===== src/rtl/fu_pkg.sv =====
// Shared definitions for the functional-unit scoreboard: FU indices,
// default per-FU latencies and stall-cause encodings.
package fu_pkg;

  localparam int FU_ALU  = 0;
  localparam int FU_MEM  = 1;
  localparam int FU_MUL  = 2;
  localparam int FU_DIV  = 3;
  localparam int FU_JUMP = 4;

  // FU 0 in the least significant byte.
  localparam logic [39:0] FU_LAT_DEF = {8'd2, 8'd24, 8'd7, 8'd2, 8'd1};

  typedef enum logic [1:0] {
    STALL_NONE   = 2'd0,
    STALL_STRUCT = 2'd1,
    STALL_RAW    = 2'd2,
    STALL_WAW    = 2'd3
  } stall_e;

endpackage


===== src/rtl/fu_timer.sv =====
// Per-FU occupancy tracker: busy flag, latency countdown and the latched
// destination of the instruction currently held by the unit.
module fu_timer (
  input  logic       clk,
  input  logic       rst,
  input  logic       start,
  input  logic [7:0] lat,
  input  logic [4:0] rd_in,
  input  logic       wb_in,
  input  logic       grant,
  output logic       busy,
  output logic       done,
  output logic       wb_req,
  output logic [4:0] rd
);

  logic       busy_r;
  logic [7:0] cnt_r;
  logic [4:0] rd_r;
  logic       wb_r;

  // Countdown is loaded with lat-1 so done rises exactly lat cycles after start.
  always_ff @(posedge clk) begin
    if (!rst) begin
      busy_r <= 1'b0;
      cnt_r  <= 8'd0;
      rd_r   <= 5'd0;
      wb_r   <= 1'b0;
    end else if (start) begin
      busy_r <= 1'b1;
      cnt_r  <= lat - 8'd1;
      rd_r   <= rd_in;
      wb_r   <= wb_in;
    end else if (done && (!wb_r || grant)) begin
      busy_r <= 1'b0;
    end else if (busy_r && (cnt_r != 8'd0)) begin
      cnt_r <= cnt_r - 8'd1;
    end
  end

  assign busy   = busy_r;
  assign done   = busy_r && (cnt_r == 8'd0);
  assign wb_req = done && wb_r;
  assign rd     = rd_r;

endmodule


===== src/rtl/fu_scoreboard.sv =====
// Issue/writeback scoreboard: register result status, structural/RAW/WAW
// hazard detection and lowest-index arbitration of the single write port.
module fu_scoreboard
  import fu_pkg::*;
#(
  parameter int                  NUM_FU  = 5,
  parameter int                  FU_ID_W = 3,
  parameter logic [8*NUM_FU-1:0] FU_LAT  = FU_LAT_DEF
) (
  input  logic               clk,
  input  logic               rst,
  input  logic               issue_valid,
  input  logic [FU_ID_W-1:0] issue_fu,
  input  logic [4:0]         issue_rd,
  input  logic [4:0]         issue_rs1,
  input  logic [4:0]         issue_rs2,
  input  logic               issue_use_rs1,
  input  logic               issue_use_rs2,
  input  logic               issue_wb,
  output logic               issue_ready,
  output logic [NUM_FU-1:0]  fu_start,
  output logic [NUM_FU-1:0]  fu_busy,
  output logic               wb_valid,
  output logic [FU_ID_W-1:0] wb_fu,
  output logic [4:0]         wb_rd,
  output logic [1:0]         stall_cause
);

  logic [31:0]        pending_r;
  logic [FU_ID_W-1:0] pend_fu_r [32];

  logic [NUM_FU-1:0]  busy_s;
  logic [NUM_FU-1:0]  done_s;
  logic [NUM_FU-1:0]  wb_req_s;
  logic [NUM_FU-1:0]  grant_s;
  logic [NUM_FU-1:0]  start_s;
  logic [NUM_FU-1:0]  cand_s;
  logic [4:0]         fu_rd_s [NUM_FU];
  logic               fu_valid_s;
  logic               sel_busy_s;
  logic               raw_s;
  logic               waw_s;
  logic               wb_dest_s;
  stall_e             stall_s;

  assign wb_dest_s = issue_wb && (issue_rd != 5'd0);

  for (genvar g = 0; g < NUM_FU; g++) begin : g_fu
    fu_timer u_timer (
      .clk    (clk),
      .rst    (rst),
      .start  (start_s[g]),
      .lat    (FU_LAT[8*g +: 8]),
      .rd_in  (issue_rd),
      .wb_in  (wb_dest_s),
      .grant  (grant_s[g]),
      .busy   (busy_s[g]),
      .done   (done_s[g]),
      .wb_req (wb_req_s[g]),
      .rd     (fu_rd_s[g])
    );
  end

  // Hazard detection and issue decision from registered state only.
  always_comb begin
    fu_valid_s = 1'b0;
    sel_busy_s = 1'b0;
    for (int i = 0; i < NUM_FU; i++) begin
      if (issue_fu == FU_ID_W'(i)) begin
        fu_valid_s = 1'b1;
        sel_busy_s = busy_s[i];
      end else begin
        sel_busy_s = sel_busy_s;
      end
    end
    raw_s = (issue_use_rs1 && (issue_rs1 != 5'd0) && pending_r[issue_rs1]) ||
            (issue_use_rs2 && (issue_rs2 != 5'd0) && pending_r[issue_rs2]);
    waw_s = wb_dest_s && pending_r[issue_rd];
    if (!rst || !issue_valid) begin
      stall_s = STALL_NONE;
    end else if (!fu_valid_s || sel_busy_s) begin
      stall_s = STALL_STRUCT;
    end else if (raw_s) begin
      stall_s = STALL_RAW;
    end else if (waw_s) begin
      stall_s = STALL_WAW;
    end else begin
      stall_s = STALL_NONE;
    end
    issue_ready = rst && issue_valid && (stall_s == STALL_NONE);
    for (int i = 0; i < NUM_FU; i++) begin
      start_s[i] = issue_ready && (issue_fu == FU_ID_W'(i));
    end
  end

  // Lowest-index done unit with a pending write owns the register-file port.
  always_comb begin
    cand_s   = rst ? (done_s & wb_req_s) : '0;
    grant_s  = '0;
    wb_valid = 1'b0;
    wb_fu    = '0;
    wb_rd    = 5'd0;
    for (int i = 0; i < NUM_FU; i++) begin
      grant_s[i] = cand_s[i] && !wb_valid;
      wb_fu      = grant_s[i] ? FU_ID_W'(i) : wb_fu;
      wb_rd      = grant_s[i] ? fu_rd_s[i]  : wb_rd;
      wb_valid   = wb_valid | grant_s[i];
    end
  end

  // Register result status: cleared on write-back, set on issue.
  always_ff @(posedge clk) begin
    if (!rst) begin
      pending_r <= 32'd0;
      pend_fu_r <= '{default: '0};
    end else begin
      if (wb_valid && (pend_fu_r[wb_rd] == wb_fu)) begin
        pending_r[wb_rd] <= 1'b0;
      end
      if (issue_ready && wb_dest_s) begin
        pending_r[issue_rd] <= 1'b1;
        pend_fu_r[issue_rd] <= issue_fu;
      end
    end
  end

  assign fu_start    = start_s;
  assign fu_busy     = busy_s;
  assign stall_cause = stall_s;

endmodule


===== config.mk =====
export PLATFORM = sky130hd
export DESIGN_NAME = fu_scoreboard
export DESIGN_NICKNAME = d
export VERILOG_FILES = /design/src/rtl/fu_pkg.sv /design/src/rtl/fu_timer.sv /design/src/rtl/fu_scoreboard.sv
export SDC_FILE = /design/constraint.sdc
export NUM_CORES = 1
export LEC_CHECK = 0
export BUFFER_PORTS_ARGS = -buffer_cell sky130_fd_sc_hd__buf_2
export CAP_MARGIN = 20
export CORE_MARGIN = 4
export CORE_UTILIZATION = 67
export DETAILED_ROUTE_END_ITERATION = 10
export PLACE_DENSITY = 0.92
export SLEW_MARGIN = 10
export SYNTH_ARGS = -nofsm -noshare
export SYNTH_HDL_FRONTEND = slang
export SYNTH_SLANG_ARGS = --single-unit
export TNS_END_PERCENT = 1

===== constraint.sdc =====
create_clock -name clk -period 11.7 [get_ports clk]
set_clock_uncertainty 0.2 [all_clocks]
set_input_delay 2.925 -clock clk [delete_from_list [all_inputs] [get_ports clk]]
set_output_delay 2.925 -clock clk [all_outputs]
set_load 0.05 [all_outputs]

==> results of run 1 <==
[through the flow]
stage / setup WS [ns] / area [um^2] / utilization (%)
CTS: 2.41 / 11800 / 74.0
floorplan: 1.89 / 11000 / -
detailed placement: 2.42 / 11100 / 69.4
global route: 2.13 / 11800 / 74.0
finish: 2.37 / 11800 / 74.0
global placement: 2.46 / 11100 / 69.4
[worst max-delay path, stage by stage]
cell and delay, ns:
buf_2 0.25, mux4_2 0.54, mux4_2 0.46, mux2_2 0.27, a22o_1 0.23, nand2b_1 0.18
nor2_1 0.29, nand4b_1 0.60, inv_1 0.16, buf_2 0.28
[logic make-up (layout without fill, tap and decap cells)]
kind of cell               Yosys count  after routing  synth area share (%)
and+or+nand+nor                    474            474                  24.1
muxes                              183            183                  20.1
adders and majority gates            8              8                 0.914
buffers and inverters              116            118                  5.01
DFF                                203            203                  37.1
AOI/OAI and AO/OA                  156            156                  10.0
xor gates and xnor gates            34             34                  2.79
[registers in the layout, summed over array words and instances, names as in the netlist]
| signal | cells |
|---|---|
| g_fu.u_timer.rd | 25 |
| pending_r | 32 |
| g_fu.u_timer.cnt_r | 40 |
| g_fu.u_timer.wb_r | 5 |
| g_fu.u_timer.busy | 5 |
| pend_fu_r | 96 |
[where the power goes]
group | internal, mW | switching [mW] | total (mW)
logic | 0.0214 | 0.0385 | 0.0599
clock network | 0.402 | 0.283 | 0.685
registers | 0.693 | 0.00157 | 0.695
[final cells by class]
cell class,instances,share of cell area (%)
Multi-Input combinational cell,855,53.8
Sequential cell,203,34.5
Clock buffer,31,5.38
Timing Repair Buffer,54,2.50
Tap cell,216,2.29
Inverter,25,0.796
Clock inverter,8,0.722
[synthesized netlist by cell type (18+ instances only)]
cell type  instances  area, um^2
a21oi_1           27         135
mux4_2            28         631
nor2b_1          133         832
nand3_1           42         210
nand2_1           74         278
and2_1            20         125
nor4_1            18         113
clkbuf_1          60         225
xnor2_1           18         158
o21ai_0           42         210
mux2i_1          145        1450
dfxtp_1          203        4060
nor2_1            87         327
inv_1             22        82.6
[layout by cell type, fill, tap and decap left out, drive strengths merged, types with 4 or more instances in the layout]
| master | netlist | routed |
|---|---|---|
| a211oi | 6 | 6 |
| a21boi | 11 | 11 |
| a21oi | 27 | 27 |
| a221oi | 5 | 5 |
| a22oi | 8 | 8 |
| a31o | 10 | 10 |
| a31oi | 7 | 7 |
| a41oi | 4 | 4 |
| and2 | 20 | 20 |
| and3 | 10 | 10 |
| buf | 31 | 54 |
| clkbuf | 60 | 31 |
| clkinv | 0 | 5 |
| dfxtp | 203 | 203 |
| ha | 8 | 8 |
| inv | 25 | 26 |
| mux2 | 9 | 9 |
| mux2i | 146 | 146 |
| mux4 | 28 | 28 |
| nand2 | 79 | 79 |
| nand3 | 43 | 43 |
| nand4 | 11 | 11 |
| nand4b | 5 | 5 |
| nor2 | 89 | 89 |
| nor2b | 133 | 133 |
| nor3 | 11 | 11 |
| nor3b | 5 | 5 |
| nor4 | 21 | 21 |
| o21a | 8 | 8 |
| o21ai | 42 | 42 |
| o22ai | 4 | 4 |
| o311ai | 5 | 5 |
| or2 | 13 | 13 |
| or3 | 6 | 6 |
| or3b | 4 | 4 |
| or4 | 12 | 12 |
| xnor2 | 19 | 19 |
| xor2 | 15 | 15 |
[layer usage]
layer	GRT usage, %	wire length (um)
met1	41.4	11400
met2	49.8	12900
met3	6.70	3260
met4	15.5	1580
met5	0	0
[final timing paths]
check,start,cells past startpoint,end
worst min register to register,pend_fu_r[94]$_SDFFE_PN0P_,1,pend_fu_r[94]$_SDFFE_PN0P_
worst max-delay path,issue_rs1[0],10,fu_start[3]
worst min-delay path,pend_fu_r[94]$_SDFFE_PN0P_,1,pend_fu_r[94]$_SDFFE_PN0P_
worst max register to register,g_fu[3].u_timer.cnt_r[0]$_SDFFE_PN0P_,16,pending_r[18]$_SDFF_PN0_
==> results.ini, run 1 <==
[synth]
synthCells = 1174
synthArstFlopShare_pct = 0
synth_area_per_cell_um2 = 9.33
ys.flop_type = dfxtp_1
yosysUniqueCellTypes = 81
syn_nets = 1206
netlist_area_um2 = 11000
synth_edf_count = 0
ys_seq_area_share_pct = 37.1
ys_seq_elements = 203
ys_warn_count = 0

[sta]
setup_viol = 0
rsz0062_at_grt = no
fin_crit_sh_pct = 79.7
timing.final.hold_violations = 0
holdWs_ns = 0.258
setup-tns-final_ns = 0
maxSlewHeadroom_pct = 29.8
period_minus_slack_ns = 9.33
fmax_mhz = 107
slew_viol_final = 0
worstMarginPinSlew_ns = 1.05

[setup_path]
r2r_setup_slack_ns = 5.81
path_max_fanout = 13
crit_required_ns = 8.58
critPathKind = primary input to output port
startpoint_type = primary input
crit_arrival_ns = 6.20
end_kind = output port

[place]
dp_cells = 1353
io_buffer_count = 45
routabilityCongestion = 0.950
dp_hpwl_mm = 19.7

[route]
viasPerCell = 6.61
detail_route.wl_per_cell_um = 20.9
via_count = 9200
drt_iter0_drc = 1397
ant_nets = 0
first_pass_iters = 7
wl_mm = 29.1
drc = 0

[finish]
drive_gt1_share_pct = 14.7
regArea_um2 = 4060
fin_nets = 1193
stdcell_count = 1392
multiInputGateArea_um2 = 6350
n_antenna_cell = 0
fillers = 1062
syn_to_final_growth_pct = 7.62

[power]
p_per_area_nw_per_um2 = 122
leakage_nw = 4.54
power_mw = 1.44
ir_drop_mv = 0.0970

[clock_tree]
clock_latency_ns = 0.52
cts_root_buffer = clkbuf_16
path_clk_slew_ns = 0.06
cts_resized = 0
htree_levels = 1
cts_setup_buffers = 0
ctsHoldBuffers = 0
cts_sinks = 203
cts_tree = built
cts_inserted_buffers = 22
clockBufferDepth = 3

[floorplan]
fp.dieW_um = 136
core_area_um2 = 15900
rows = 46
dieArea_um2 = 18500
fp.dieH_um = 136
initial_core_util_pct = 68.7
io_pins = 46

[global_routing]
overflow = 0
grt_pass1_vias = 9069
grtUsageTotal_pct = 31.6
grt_pass1_wl_mm = 46.9
antenna_found_initial = 0
grt_max_degree = 96

[run]
drv_cap = 0

[outcome]
outcome = finished, final reports clean

[hold_path]
min_path_type = flip-flop to flip-flop

No activity file was read; power rests on OpenSTA's default activity.
==> inputs of run 2 (changes only) <==
--- a/config.mk
+++ b/config.mk
@@ -8,9 +8,9 @@
 export BUFFER_PORTS_ARGS = -buffer_cell sky130_fd_sc_hd__buf_2
 export CAP_MARGIN = 20
 export CORE_MARGIN = 4
-export CORE_UTILIZATION = 67
+export CORE_UTILIZATION = 62
 export DETAILED_ROUTE_END_ITERATION = 10
-export PLACE_DENSITY = 0.92
+export PLACE_DENSITY = 0.86
 export SLEW_MARGIN = 10
 export SYNTH_ARGS = -nofsm -noshare
 export SYNTH_HDL_FRONTEND = slang
==> constraint.sdc (replaced) <==
create_clock -name clk -period 9.7 [get_ports clk]
set_clock_uncertainty 0.2 [all_clocks]
set_input_delay 2.425 -clock clk [delete_from_list [all_inputs] [get_ports clk]]
set_output_delay 2.425 -clock clk [all_outputs]
set_load 0.05 [all_outputs]
==> run 2 against run 1 <==
Combinational power up 19%. Clock-buffer cell count stayed put. Sequential power up 21%. Global-route usage shrank 3.2 points. Sequential cell count did not move. Power rose by 25%. Die area grew 7.6%. Largest cell class unchanged.
==> results.ini, run 2 (synthesis results as in run 1) <==
[setup_path]
path_max_fanout = 10
slowest_delay_ns = 0.53
critPathKind = primary input to output port
crit_chain = buf_2, mux4_2, mux4_2, mux2_2, a22o_1, nand2b_1, nor2_1, and3_1, buf_2
crit_required_ns = 7.08
crit_arrival_ns = 5.54
r2r_setup_slack_ns = 3.85
startpoint_type = primary input
end_kind = output port
crit_slowest_cell = mux4_2
rr_startpoint = g_fu[1].u_timer.cnt_r[0]$_SDFFE_PN0P_
worstReg2RegEnd = pending_r[10]$_SDFF_PN0_
rr_worst_depth = 13

[sta]
fin_crit_sh_pct = 84.2
rsz0062_at_grt = no
fmax_mhz = 122
maxSlewHeadroom_pct = 32.5
setup_viol = 0
setup-tns-final_ns = 0
period_minus_slack_ns = 8.17
timing.final.hold_violations = 0
worstMarginPinSlew_ns = 1.01
slew_viol_final = 0

[outcome]
outcome = finished, final reports clean

[finish]
fin_nets = 1194
final_common_cell = dfxtp_1
drive_gt1_share_pct = 14.8
largest_reg_flops = 96
syn_to_final_growth_pct = 8.31
n_antenna_cell = 0
top_regs = pend_fu_r (96), g_fu.u_timer.cnt_r (40), pending_r (32)
layout_common_cells = dfxtp_1 (203), mux2i_1 (145), nor2b_1 (133)
top_register = pend_fu_r

[hold_path]
min_path_type = flip-flop to flip-flop
worstHoldPathCells = 1
holdCritStartpoint = pend_fu_r[94]$_SDFFE_PN0P_
hold_path_end = pend_fu_r[94]$_SDFFE_PN0P_

[global_routing]
overflow = 0
grtUsageTotal_pct = 28.3
grt_pass1_wl_mm = 46.2
antenna_found_initial = 0
grt_pass1_vias = 8839
grt_max_degree = 102

[floorplan]
fp.dieH_um = 141
rows = 48
io_pins = 46
initial_core_util_pct = 63.3
fp.dieW_um = 141
dieArea_um2 = 19900
core_area_um2 = 17300

[power]
p_per_area_nw_per_um2 = 152
power_mw = 1.81
ir_drop_mv = 0.132
leakage_nw = 4.57

[route]
first_pass_iters = 6
drc = 0
detail_route.wl_per_cell_um = 20.5
drt_iter0_drc = 1249
via_count = 9063
ant_nets = 0
wl_mm = 28.8
viasPerCell = 6.47

[place]
io_buffer_count = 45
dp_hpwl_mm = 19.5
routabilityCongestion = 0.957

[clock_tree]
cts_sinks = 203
cts_setup_buffers = 0
cts_inserted_buffers = 22
cts_resized = 0
clockBufferDepth = 3
ctsHoldBuffers = 0
htree_levels = 1
cts_tree = built
clock_latency_ns = 0.52
cts_root_buffer = clkbuf_16
path_clk_slew_ns = 0.06

[run]
drv_cap = 0

[run 2: cell types whose count changed in the layout (fill, tap and decap cells not counted), sizes merged]
cell / previous run / this run
buf: 54 / 55
bufinv: 1 / 3
clkinv: 5 / 2
[run 2: how the worst max path moves through the flow]
| stage | start | endpoint | slack, ns | cells past startpoint |
|---|---|---|---|---|
| after floorplan | issue_rs1[0] | fu_start[3] | 0.89 | 11 |
| after global placement | issue_rs1[0] | fu_start[1] | 1.57 | 9 |
| after detailed placement | issue_rs1[0] | fu_start[4] | 1.55 | 9 |
| after CTS | issue_rs1[0] | fu_start[4] | 1.54 | 9 |
| after global routing | issue_rs1[0] | fu_start[4] | 1.30 | 9 |
| final | issue_rs1[0] | fu_start[4] | 1.53 | 9 |
[run 2: final cells by class]
type,count,area (um^2)
fillers,1327,5430
flip-flops and latches,203,4060
clock inverters,7,128
clock buffers,31,654
repair buffers,55,303
well taps,225,282
multi-input cells,855,6340
inverters,25,93.8
[run 2: where the power goes]
part / switching [mW] / internal, mW / total, mW
sequential: 0.00189 / 0.836 / 0.838
clock: 0.346 / 0.551 / 0.897
combinational: 0.0453 / 0.0258 / 0.0711
total: 0.393 / 1.41 / 1.81
[run 2: per-layer routing]
metal  vias up  share of wire, %  GRT usage (%)
li1       4120                 -              -
met1      4238                41           39.0
met2       562                45           44.5
met3       143                10           4.99
met4         0               4.0           11.4
met5         -                 0              0
[run 2: through the flow]
step / worst slack [ns] / cell area, um^2 / util (%) / cells / hold WS [ns]
2_1_floorplan: 0.889 / 11000 / - / 1174 / 0.219
3_3_place_gp: 1.57 / 11100 / 64.1 / 1363 / 0.231
3_5_place_dp: 1.55 / 11100 / 64.1 / 1363 / 0.238
4_1_cts: 1.54 / 11900 / 68.6 / 1401 / 0.259
5_1_grt: 1.30 / 11900 / 68.6 / 1401 / 0.292
6_report: 1.53 / 11900 / 68.6 / 1401 / 0.259
[run 2: critical path, delay by kind of cell]
kind	cells	cell delay, ns
buf+inv	2	0.58
compound gates	1	0.24
mux	3	1.27
simple gates	3	1.02
==> inputs of run 3 (changes only) <==
--- a/config.mk
+++ b/config.mk
@@ -5,12 +5,13 @@
 export SDC_FILE = /design/constraint.sdc
 export NUM_CORES = 1
 export LEC_CHECK = 0
+export ABC_AREA = 1
 export BUFFER_PORTS_ARGS = -buffer_cell sky130_fd_sc_hd__buf_2
 export CAP_MARGIN = 20
 export CORE_MARGIN = 4
-export CORE_UTILIZATION = 62
+export CORE_UTILIZATION = 56
 export DETAILED_ROUTE_END_ITERATION = 10
-export PLACE_DENSITY = 0.86
+export PLACE_DENSITY = 0.82
 export SLEW_MARGIN = 10
 export SYNTH_ARGS = -nofsm -noshare
 export SYNTH_HDL_FRONTEND = slang
==> constraint.sdc (replaced) <==
create_clock -name clk -period 7 [get_ports clk]
set_clock_uncertainty 0.2 [all_clocks]
set_input_delay 1.75 -clock clk [delete_from_list [all_inputs] [get_ports clk]]
set_output_delay 1.75 -clock clk [all_outputs]
set_load 0.05 [all_outputs]
==> run 3 against run 2 <==
Power grew 39%. Register-to-register slack lost 1.7 ns. Largest power group unchanged. Highest routed layer unchanged. Via count grew 15%. Cell count grew 31%. Setup slack lost 0.92 ns. Largest cell class unchanged. Global-route usage shrank 1.2 points. Critical endpoint is now fu_start[3]. Die area grew 6.5%.
==> results.ini, run 3 <==
[synth]
synth_area_leaders = dfxtp_1 (38%), nand2_1 (13%), a21oi_1 (9.3%)
yosysUniqueCellTypes = 44
netlist_area_um2 = 10600
synth_area_per_cell_um2 = 6.65
synth_top_area_share_pct = 38.4
ys_seq_elements = 203
ys_warn_count = 0
synthArstFlopShare_pct = 0
synthCells = 1590
ys_top_cells_by_count = nand2_1 (363), dfxtp_1 (203), a21oi_1 (196)
ys.flop_type = dfxtp_1
yosys.area.top_type = dfxtp_1
synth_edf_count = 0
ys_seq_area_share_pct = 38.4
yosysMostFrequentCell = nand2_1
syn_nets = 1622

[finish]
top_register = pend_fu_r
drive_gt1_share_pct = 8.62
stdcell_count = 1842
final_area_um2 = 11600
largest_reg_flops = 96
syn_to_final_growth_pct = 9.30
fin_nets = 1630
layout_common_cells = nand2_1 (363), dfxtp_1 (203), a21oi_1 (196)
final_common_cell = nand2_1
post-route-util_pct = 63.3
top_regs = pend_fu_r (96), g_fu.u_timer.cnt_r (40), pending_r (32)

[global_routing]
grt_max_degree = 97
grt_pass1_wl_mm = 48.2
antenna_found_initial = 0
overflow = 0
grtUsageTotal_pct = 27.1
met2_usage_pct = 41.8
use_met3_pct = 4.98
grt-busiest-layer = met2
grt_use_met1_pct = 38.9
grt_pass1_vias = 9362

[setup_path]
startpoint_type = primary input
end_kind = output port
critPathKind = primary input to output port
path_max_fanout = 11
crit_required_ns = 5.05
crit_arrival_ns = 4.44

[route]
drt_iter0_drc = 1222
via_count = 10400
detail_route.wl_per_cell_um = 16.3
drc = 0
first_pass_iters = 6
wl_mm = 30.0
viasPerCell = 5.66
ant_nets = 0

[sta]
setup_viol = 0
rsz0062_at_grt = no
maxSlewHeadroom_pct = 44.0
period_minus_slack_ns = 6.39
holdWs_ns = 0.227
slew_viol_final = 0
postLayoutSetupSlackWorst_ns = 0.605
worstMarginPinSlew_ns = 0.839
setup-tns-final_ns = 0
fin_crit_sh_pct = 91.4
timing.final.hold_violations = 0
fmax_mhz = 156

[power]
clockPowerShare_pct = 49.0
p_sw_mw = 0.559
power_mw = 2.51
pwr-share-seq_pct = 46.4
switching_share_pct = 22.3
power.internal_mw = 1.95
comb_power_share_pct = 4.6
leakage_nw = 4.66
ir_drop_mv = 0.133
p_per_area_nw_per_um2 = 217

[clock_tree]
clock_latency_ns = 0.52
path_clk_slew_ns = 0.06
cts_setup_buffers = 0
cts_resized = 0
cts_root_buffer = clkbuf_16
ctsHoldBuffers = 0
htree_levels = 1
cts_tree = built
cts_sinks = 203
clockBufferDepth = 3
cts_inserted_buffers = 22

[floorplan]
initial_core_util_pct = 57.9
fp.dieH_um = 145
fp.dieW_um = 145
io_pins = 46
dieArea_um2 = 21100
rows = 49
core_area_um2 = 18300

[place]
dp_hpwl_mm = 21.0
dp_cells = 1803
placed_area_um2 = 10800
routabilityCongestion = 0.999
pre_cts_slack_ns = 0.649
io_buffer_count = 45

[hold_path]
min_path_type = flip-flop to flip-flop

[outcome]
outcome = finished, final reports clean

[run]
drv_cap = 0

[run 3: area by class of cell]
cell class              count  area [um^2]
clock buffers              30          611
fillers                  1639         6710
well taps                 229          287
multi-input cells        1109         5360
flip-flops and latches    203         4060
clock inverters             8          151
repair buffers             57          318
diodes                      1         2.50
inverters                 205          769
[run 3: worst max-delay path, cell delays in order]
cell and delay [ns]:
buf_2 0.18, nand2_2 0.12, inv_1 0.15, a22oi_1 0.20
a21oi_1 0.08, nor4_1 0.31, nand2_1 0.13, nand2_1 0.07
nand3_1 0.13, nor3b_4 0.37, nand2_1 0.28, inv_1 0.33
buf_2 0.33
[run 3: power by group through the flow]
stage	clock network, mW	registers, mW	logic, mW
3_3_place_gp	0	1.19	0.112
6_report	1.23	1.16	0.116
3_5_place_dp	0	1.19	0.113
5_1_grt	1.28	1.16	0.128
4_1_cts	1.24	1.16	0.113
2_1_floorplan	0	1.19	0.0789
[run 3: layer usage]
layer	up-vias	part of all wire, %	routed length (um)
met1	4682	44	13200
met4	0	2.8	852
met5	-	0	0
met3	74	9.9	2980
met2	476	43	13000
li1	5198	-	-
[run 3: final timing paths]
| kind | from | endpoint | slack (ns) | cells after the start |
|---|---|---|---|---|
| max | issue_rd[1] | fu_start[3] | 0.61 | 13 |
| min | pend_fu_r[93]$_SDFFE_PN0P_ | pend_fu_r[93]$_SDFFE_PN0P_ | 0.23 | 2 |
| max reg2reg | g_fu[0].u_timer.cnt_r[1]$_SDFFE_PP0P_ | pending_r[16]$_SDFF_PN0_ | 2.17 | 25 |
| min reg2reg | pend_fu_r[93]$_SDFFE_PN0P_ | pend_fu_r[93]$_SDFFE_PN0P_ | 0.23 | 2 |
[run 3: cell families after synthesis]
| kind of cell | count (synthesis) | share of synthesized area, % |
|---|---|---|
| AND/OR/NAND/NOR | 662 | 27.3 |
| AO/OA/AOI/OAI | 423 | 21.1 |
| buffers and inverters | 278 | 10.9 |
| flip-flops | 203 | 38.4 |
| XOR/XNOR | 16 | 1.33 |
| adder cells (fa/ha/maj) | 8 | 0.946 |
